**src/rtl/ctrl_pkg.sv**
```systemverilog
// Shared types and constants for the dual-rail opcode controller.
// Rail pair encoding is {_t, _f}; opcodes 1..8 are the only non-no-op values.
package ctrl_pkg;

    typedef enum logic [1:0] {
        RAIL_NULL = 2'b00,
        RAIL_D0   = 2'b01,
        RAIL_D1   = 2'b10,
        RAIL_ILL  = 2'b11
    } rail_pair_e;

    typedef enum logic {
        WAIT_DATA = 1'b0,
        WAIT_NULL = 1'b1
    } ctrl_state_e;

    localparam logic [3:0] OP_NOP       = 4'd0;
    localparam logic [3:0] OP_FIRST     = 4'd1;
    localparam logic [3:0] OP_LAST      = 4'd8;
    // Opcodes up to this value carry the operation-class flag
    localparam logic [3:0] OP_CLASS_MAX = 4'd4;

endpackage

```
**src/rtl/dual_rail_classify.sv**
```systemverilog
// Combinational classifier: maps one dual-rail pair onto the rail_pair_e enum.
module dual_rail_classify
    import ctrl_pkg::*;
(
    input  logic       i_t,
    input  logic       i_f,
    output rail_pair_e o_pair
);

    assign o_pair = rail_pair_e'({i_t, i_f});

endmodule

```
**src/rtl/dual_rail_op_controller.sv**
```systemverilog
// Four-phase dual-rail opcode controller; CTRL_ILLEGAL_DET_EN enables the sticky err flag.
// state     | meaning
// WAIT_DATA | outputs NULL (or last NULL wave), waiting for a COMPLETE opcode
// WAIT_NULL | decoded DATA held, waiting for an all-EMPTY input set
module dual_rail_op_controller
    import ctrl_pkg::*;
#(
    parameter bit NOP_ACK = 1'b1
) (
    input  logic clk,
    input  logic rst_n,
    input  logic I7_t,
    input  logic I7_f,
    input  logic I6_t,
    input  logic I6_f,
    input  logic I5_t,
    input  logic I5_f,
    input  logic I4_t,
    input  logic I4_f,
    output logic C1A1_t,
    output logic C1A1_f,
    output logic C1A0_t,
    output logic C1A0_f,
    output logic C1O_t,
    output logic C1O_f,
    output logic ack,
    output logic nop,
    output logic err
);

    logic [3:0]  w_rail_t;
    logic [3:0]  w_rail_f;
    rail_pair_e  w_pair [4];
    logic        w_complete;
    logic        w_empty;
    logic [3:0]  w_op;
    logic [1:0]  w_sel;
    logic        w_class;
    logic        w_is_op;

    ctrl_state_e r_state;
    ctrl_state_e w_state_nxt;
    logic [5:0]  r_rails;
    logic [5:0]  w_rails_nxt;
    logic        r_ack;
    logic        w_ack_nxt;
    logic        r_nop;
    logic        w_nop_nxt;

    assign w_rail_t = {I7_t, I6_t, I5_t, I4_t};
    assign w_rail_f = {I7_f, I6_f, I5_f, I4_f};

    for (genvar g = 0; g < 4; g++) begin : g_classify
        dual_rail_classify u_classify (
            .i_t    (w_rail_t[g]),
            .i_f    (w_rail_f[g]),
            .o_pair (w_pair[g])
        );
    end

    // An ILLEGAL pair is neither DATA nor NULL, so it lands in PARTIAL naturally
    always_comb begin
        w_complete = 1'b1;
        w_empty    = 1'b1;
        w_op       = '0;
        for (int k = 0; k < 4; k++) begin
            w_complete = w_complete & ((w_pair[k] == RAIL_D0) || (w_pair[k] == RAIL_D1));
            w_empty    = w_empty & (w_pair[k] == RAIL_NULL);
            w_op[k]    = (w_pair[k] == RAIL_D1);
        end
    end

    assign w_is_op = (w_op >= OP_FIRST) && (w_op <= OP_LAST);
    assign w_class = (w_op <= OP_CLASS_MAX);
    assign w_sel   = w_op[1:0] - OP_FIRST[1:0];

    always_comb begin
        w_state_nxt = r_state;
        w_rails_nxt = r_rails;
        w_ack_nxt   = r_ack;
        w_nop_nxt   = r_nop;
        case (r_state)
            WAIT_DATA: begin
                if (w_complete) begin
                    w_state_nxt = WAIT_NULL;
                    if (w_is_op) begin
                        w_rails_nxt = {w_sel[1], ~w_sel[1], w_sel[0], ~w_sel[0], w_class, ~w_class};
                        w_ack_nxt   = 1'b1;
                        w_nop_nxt   = 1'b0;
                    end else begin
                        w_rails_nxt = '0;
                        w_ack_nxt   = NOP_ACK;
                        w_nop_nxt   = 1'b1;
                    end
                end
            end
            WAIT_NULL: begin
                if (w_empty) begin
                    w_state_nxt = WAIT_DATA;
                    w_rails_nxt = '0;
                    w_ack_nxt   = 1'b0;
                    w_nop_nxt   = 1'b0;
                end
            end
            default: w_state_nxt = WAIT_DATA;
        endcase
    end

    always_ff @(posedge clk) begin
        if (!rst_n) begin
            r_state <= WAIT_DATA;
            r_rails <= '0;
            r_ack   <= 1'b0;
            r_nop   <= 1'b0;
        end else begin
            r_state <= w_state_nxt;
            r_rails <= w_rails_nxt;
            r_ack   <= w_ack_nxt;
            r_nop   <= w_nop_nxt;
        end
    end

    assign {C1A1_t, C1A1_f, C1A0_t, C1A0_f, C1O_t, C1O_f} = r_rails;
    assign ack = r_ack;
    assign nop = r_nop;

`ifdef CTRL_ILLEGAL_DET_EN
    logic w_illegal;
    logic r_err;

    always_comb begin
        w_illegal = 1'b0;
        for (int k = 0; k < 4; k++) begin
            w_illegal = w_illegal | (w_pair[k] == RAIL_ILL);
        end
    end

    always_ff @(posedge clk) begin
        if (!rst_n) begin
            r_err <= 1'b0;
        end else begin
            r_err <= r_err | w_illegal;
        end
    end

    assign err = r_err;
`else
    assign err = 1'b0;
`endif

endmodule

```
**config.mk**
```make
export PLATFORM = sky130hd
export DESIGN_NAME = dual_rail_op_controller
export DESIGN_NICKNAME = d
export VERILOG_FILES = /design/src/rtl/ctrl_pkg.sv /design/src/rtl/dual_rail_classify.sv /design/src/rtl/dual_rail_op_controller.sv
export SDC_FILE = /design/constraint.sdc
export NUM_CORES = 1
export LEC_CHECK = 0
export CAP_MARGIN = 30
export CORE_MARGIN = 1.5
export CORE_UTILIZATION = 40
export DETAILED_ROUTE_END_ITERATION = 12
export PLACE_DENSITY = 0.73
export SYNTH_ARGS = -nofsm -noshare
export SYNTH_HDL_FRONTEND = slang
export SYNTH_SLANG_ARGS = --single-unit
```
**constraint.sdc**
```tcl
create_clock -name clk -period 1.8 [get_ports clk]
set_input_delay 0.54 -clock clk [delete_from_list [all_inputs] [get_ports clk]]
set_output_delay 0.54 -clock clk [all_outputs]
set_load 0.01 [all_outputs]
```
==> metrics.json <==
{
  "outcome": {"value": "completed"},
  "multi_input_comb_area": {"value": 420, "unit": "µm²"},
  "most_area_consuming_cells_after_synthesis": {"value": "dfxtp_1 (29%), ha_1 (20%), o32ai_2 (7.9%), inv_1 (6.7%), nand2_1 (6.7%)"},
  "syn_area_per_cell": {"value": 9.51, "unit": "µm²"},
  "routed_wire_length_per_instance": {"value": 12.6, "unit": "µm"},
  "synth-edff-count": {"value": 0},
  "synth_top_area_share": {"value": 29.1, "unit": "%"},
  "post-route-util": {"value": 65.1, "unit": "%"},
  "fin_total_pwr": {"value": 513, "unit": "µW"},
  "peakVddDrop": {"value": 424, "unit": "µV"},
  "post-route-period-util": {"value": 96.8, "unit": "%"},
  "p_per_area": {"value": 535, "unit": "mW/mm²"},
  "clock_latency_on_the_worst_skew_pair": {"value": 270, "unit": "ps"},
  "floorplan.die.height": {"value": 42.3, "unit": "µm"},
  "finalMaxSlewViolations": {"value": 0},
  "first_global_vias": {"value": 567},
  "power.share.combinational": {"value": 28.3, "unit": "%"},
  "clkPwrFrac": {"value": 30.7, "unit": "%"},
  "synth-seq-cells": {"value": 9},
  "start_util": {"value": 42.0, "unit": "%"},
  "max_capacitance_violation_count": {"value": 0},
  "number_of_buffers_created_by_cts": {"value": 3},
  "drive_gt1_share": {"value": 37.8, "unit": "%"},
  "crit_family": {"value": "buffers and inverters"},
  "cts.root.buffer_cell": {"value": "clkbuf_4"},
  "layout.area.seq": {"value": 180, "unit": "µm²"},
  "antenna_found_initial": {"value": 0},
  "cts.sinks": {"value": 9},
  "fin_skew": {"value": 12.0, "unit": "ps"},
  "fillerInstances": {"value": 125},
  "synth_ff_type": {"value": "dfxtp_1"},
  "finalWeightedCongestion": {"value": 0.749},
  "power_leakage": {"value": 0.000435, "unit": "µW"},
  "placement_rows": {"value": 14},
  "first_pass_grt_wire_length": {"value": 2400, "unit": "µm"},
  "number_of_antenna_diodes": {"value": 0},
  "maximum_number_of_pins_on_one_net_before_global_route_repair": {"value": 10},
  "end_kind": {"value": "flip-flop"},
  "num_vias": {"value": 556},
  "postSynth.asyncResetShare": {"value": 0, "unit": "%"},
  "worstSetupPathType": {"value": "in2reg"},
  "synth_commonest_cells": {"value": "inv_1 (11), nand2_1 (11), ha_1 (10), dfxtp_1 (9)"},
  "post-dp-hpwl": {"value": 1020, "unit": "µm"},
  "synth_warnings": {"value": 0},
  "portBuffers": {"value": 17},
  "critical_path_peak_fanout": {"value": 5},
  "totalWireLength": {"value": 1440, "unit": "µm"},
  "synth_cells": {"value": 65},
  "sequential_power_share": {"value": 40.9, "unit": "%"},
  "synth.distinct_cells": {"value": 20},
  "initial_drc_count": {"value": 5},
  "crit_path_top_delay_cell": {"value": "dlygate4sd2_1"},
  "gr-total-overflow": {"value": 0},
  "cts.hold.buffers_added": {"value": 0},
  "rsz0062_at_grt": {"value": "false"},
  "syn_area": {"value": 618, "unit": "µm²"},
  "fin_tns_setup": {"value": 0, "unit": "ps"},
  "arrival": {"value": 1910, "unit": "ps"},
  "critical_path.most_common_cell": {"value": "ha_4"},
  "flow.area_growth_from_synthesis": {"value": 55.1, "unit": "%"},
  "power.switching_fraction": {"value": 28.2, "unit": "%"},
  "route.detailed.drc": {"value": 0},
  "worstPathCellList": {"value": "dlygate4sd2_1, ha_4, inv_2, ha_4, nor2b_4, mux2i_4, nand2b_4, o32ai_2"},
  "crit_buf_inv": {"value": 2},
  "cts.reportedPaths.clkPinSlew": {"value": 50, "unit": "ps"},
  "setup_violations": {"value": 0},
  "cts_tree": {"value": "yes"},
  "die_area": {"value": 0.00179, "unit": "mm²"},
  "htree_levels": {"value": 1},
  "fmax": {"value": 0.574, "unit": "GHz"},
  "boundaryPins": {"value": 19},
  "num-nets-final": {"value": 119},
  "crit_required": {"value": 1970, "unit": "ps"},
  "grt_util_all_layers": {"value": 18.1, "unit": "%"},
  "placement.cell_area": {"value": 868, "unit": "µm²"},
  "firstDrtPassIters": {"value": 4},
  "final_antenna_net_count": {"value": 0},
  "synth-seq-area-share": {"value": 29.1, "unit": "%"},
  "synth.largest_area_cell": {"value": "dfxtp_1"},
  "worstSetupStartpointType": {"value": "input pin"},
  "finished_layout_cell_area": {"value": 958, "unit": "µm²"},
  "cellInternalPower": {"value": 369, "unit": "µW"},
  "cp_slowest_stage_delay": {"value": 270, "unit": "ps"},
  "std_cell_core_area": {"value": 0.00147, "unit": "mm²"},
  "viasPerCell": {"value": 4.88},
  "min_path_type": {"value": "reg2reg"},
  "syn_nets": {"value": 85},
  "timing_hold_violations_final": {"value": 0},
  "die_w": {"value": 42.3, "unit": "µm"},
  "net-switching-power": {"value": 145, "unit": "µW"},
  "clock_path_buffers": {"value": 2},
  "post-route-min-period": {"value": 1740, "unit": "ps"}
}
==> state kept, by name, indices dropped and copies added (netlist names) <==
signal and cells:
r_rails 6, ack 1, nop 1, r_state 1
==> cell usage in the layout (no fill, tap or decap) <==
cell and instances:
buf_4 14, nand2_1 11, dfxtp_1 9, clkdlybuf4s50_1 9
dlygate4sd2_1 7, inv_2 6, inv_1 6, ha_1 5
a21oi_1 3, o22ai_1 3, o32ai_2 3, ha_4 3
clkbuf_4 3, nor2b_4 2, ha_2 2, nand4_4 1
nor2_1 1, mux2i_4 1, and4_1 1, nand2_2 1
o32ai_1 1, nand2b_4 1, or3_1 1, nand2b_1 1
conb_1 1, clkbuf_1 1, clkdlybuf4s15_1 1
==> power groups by stage <==
| stage | Clock, µW | Sequential, µW | Combinational [µW] |
|---|---|---|---|
| after floorplan | 0 | 217 | 74.1 |
| after global placement | 0 | 214 | 128 |
| after detailed placement | 0 | 214 | 132 |
| after CTS | 162 | 210 | 138 |
| after global routing | 167 | 211 | 158 |
| final | 158 | 210 | 145 |
==> layout make-up <==
| type | count | share of cell area (%) |
|---|---|---|
| timing repair buffer | 31 | 27.8 |
| sequential | 9 | 18.8 |
| multi-input combinational | 42 | 43.9 |
| clock buffer | 4 | 2.74 |
| inverter | 12 | 4.70 |
| tap | 16 | 2.09 |
==> final timing paths <==
kind / from / to / slack (ps) / cells after the start
hold / removal: ack / ack / 470 / 2
hold reg to reg: ack / ack / 470 / 2
setup reg to reg: r_state / nop / 710 / 5
setup / recovery: I4_t / r_rails[4] / 60 / 8
==> layer usage <==
| metal | track usage (%) | routed length (µm) | vias up |
|---|---|---|---|
| met5 | 0 | 0 | - |
| met3 | 5.17 | 55 | 8 |
| li1 | - | - | 278 |
| met4 | 8.75 | 43 | 0 |
| met2 | 31.7 | 716 | 17 |
| met1 | 19.8 | 624 | 253 |
==> logic make-up after synthesis <==
group,count (synthesis),share of synthesized area [%]
AOI/OAI and AO/OA,10,14.8
adders and majority gates,10,20.2
buffers and inverters,14,9.72
DFF,9,29.1
muxes,1,3.64
other,1,0.607
and+or+nand+nor,20,21.9
==> worst min-delay path: stages (launching register included) <==
cell and delay, ps:
dfxtp_1 310, nand2_1 60, a21oi_1 60
==> through the flow <==
step / worst slack (ps) / hold WS [ps] / cells
floorplan: 26.6 / 481 / 65
global placement: -457 / 447 / 106
detailed placement: -530 / 460 / 106
CTS: 16.6 / 475 / 113
global route: 2.45 / 490 / 114
finish: 57.5 / 472 / 114
==> timing repair <==
action / in CTS / in global routing
setup endpoints to repair: 6 / 3
buffers inserted: 3 / 1
pin swaps: 5 / 2
resized for setup: 18 / 4
Power figures use the tool's default switching activity.
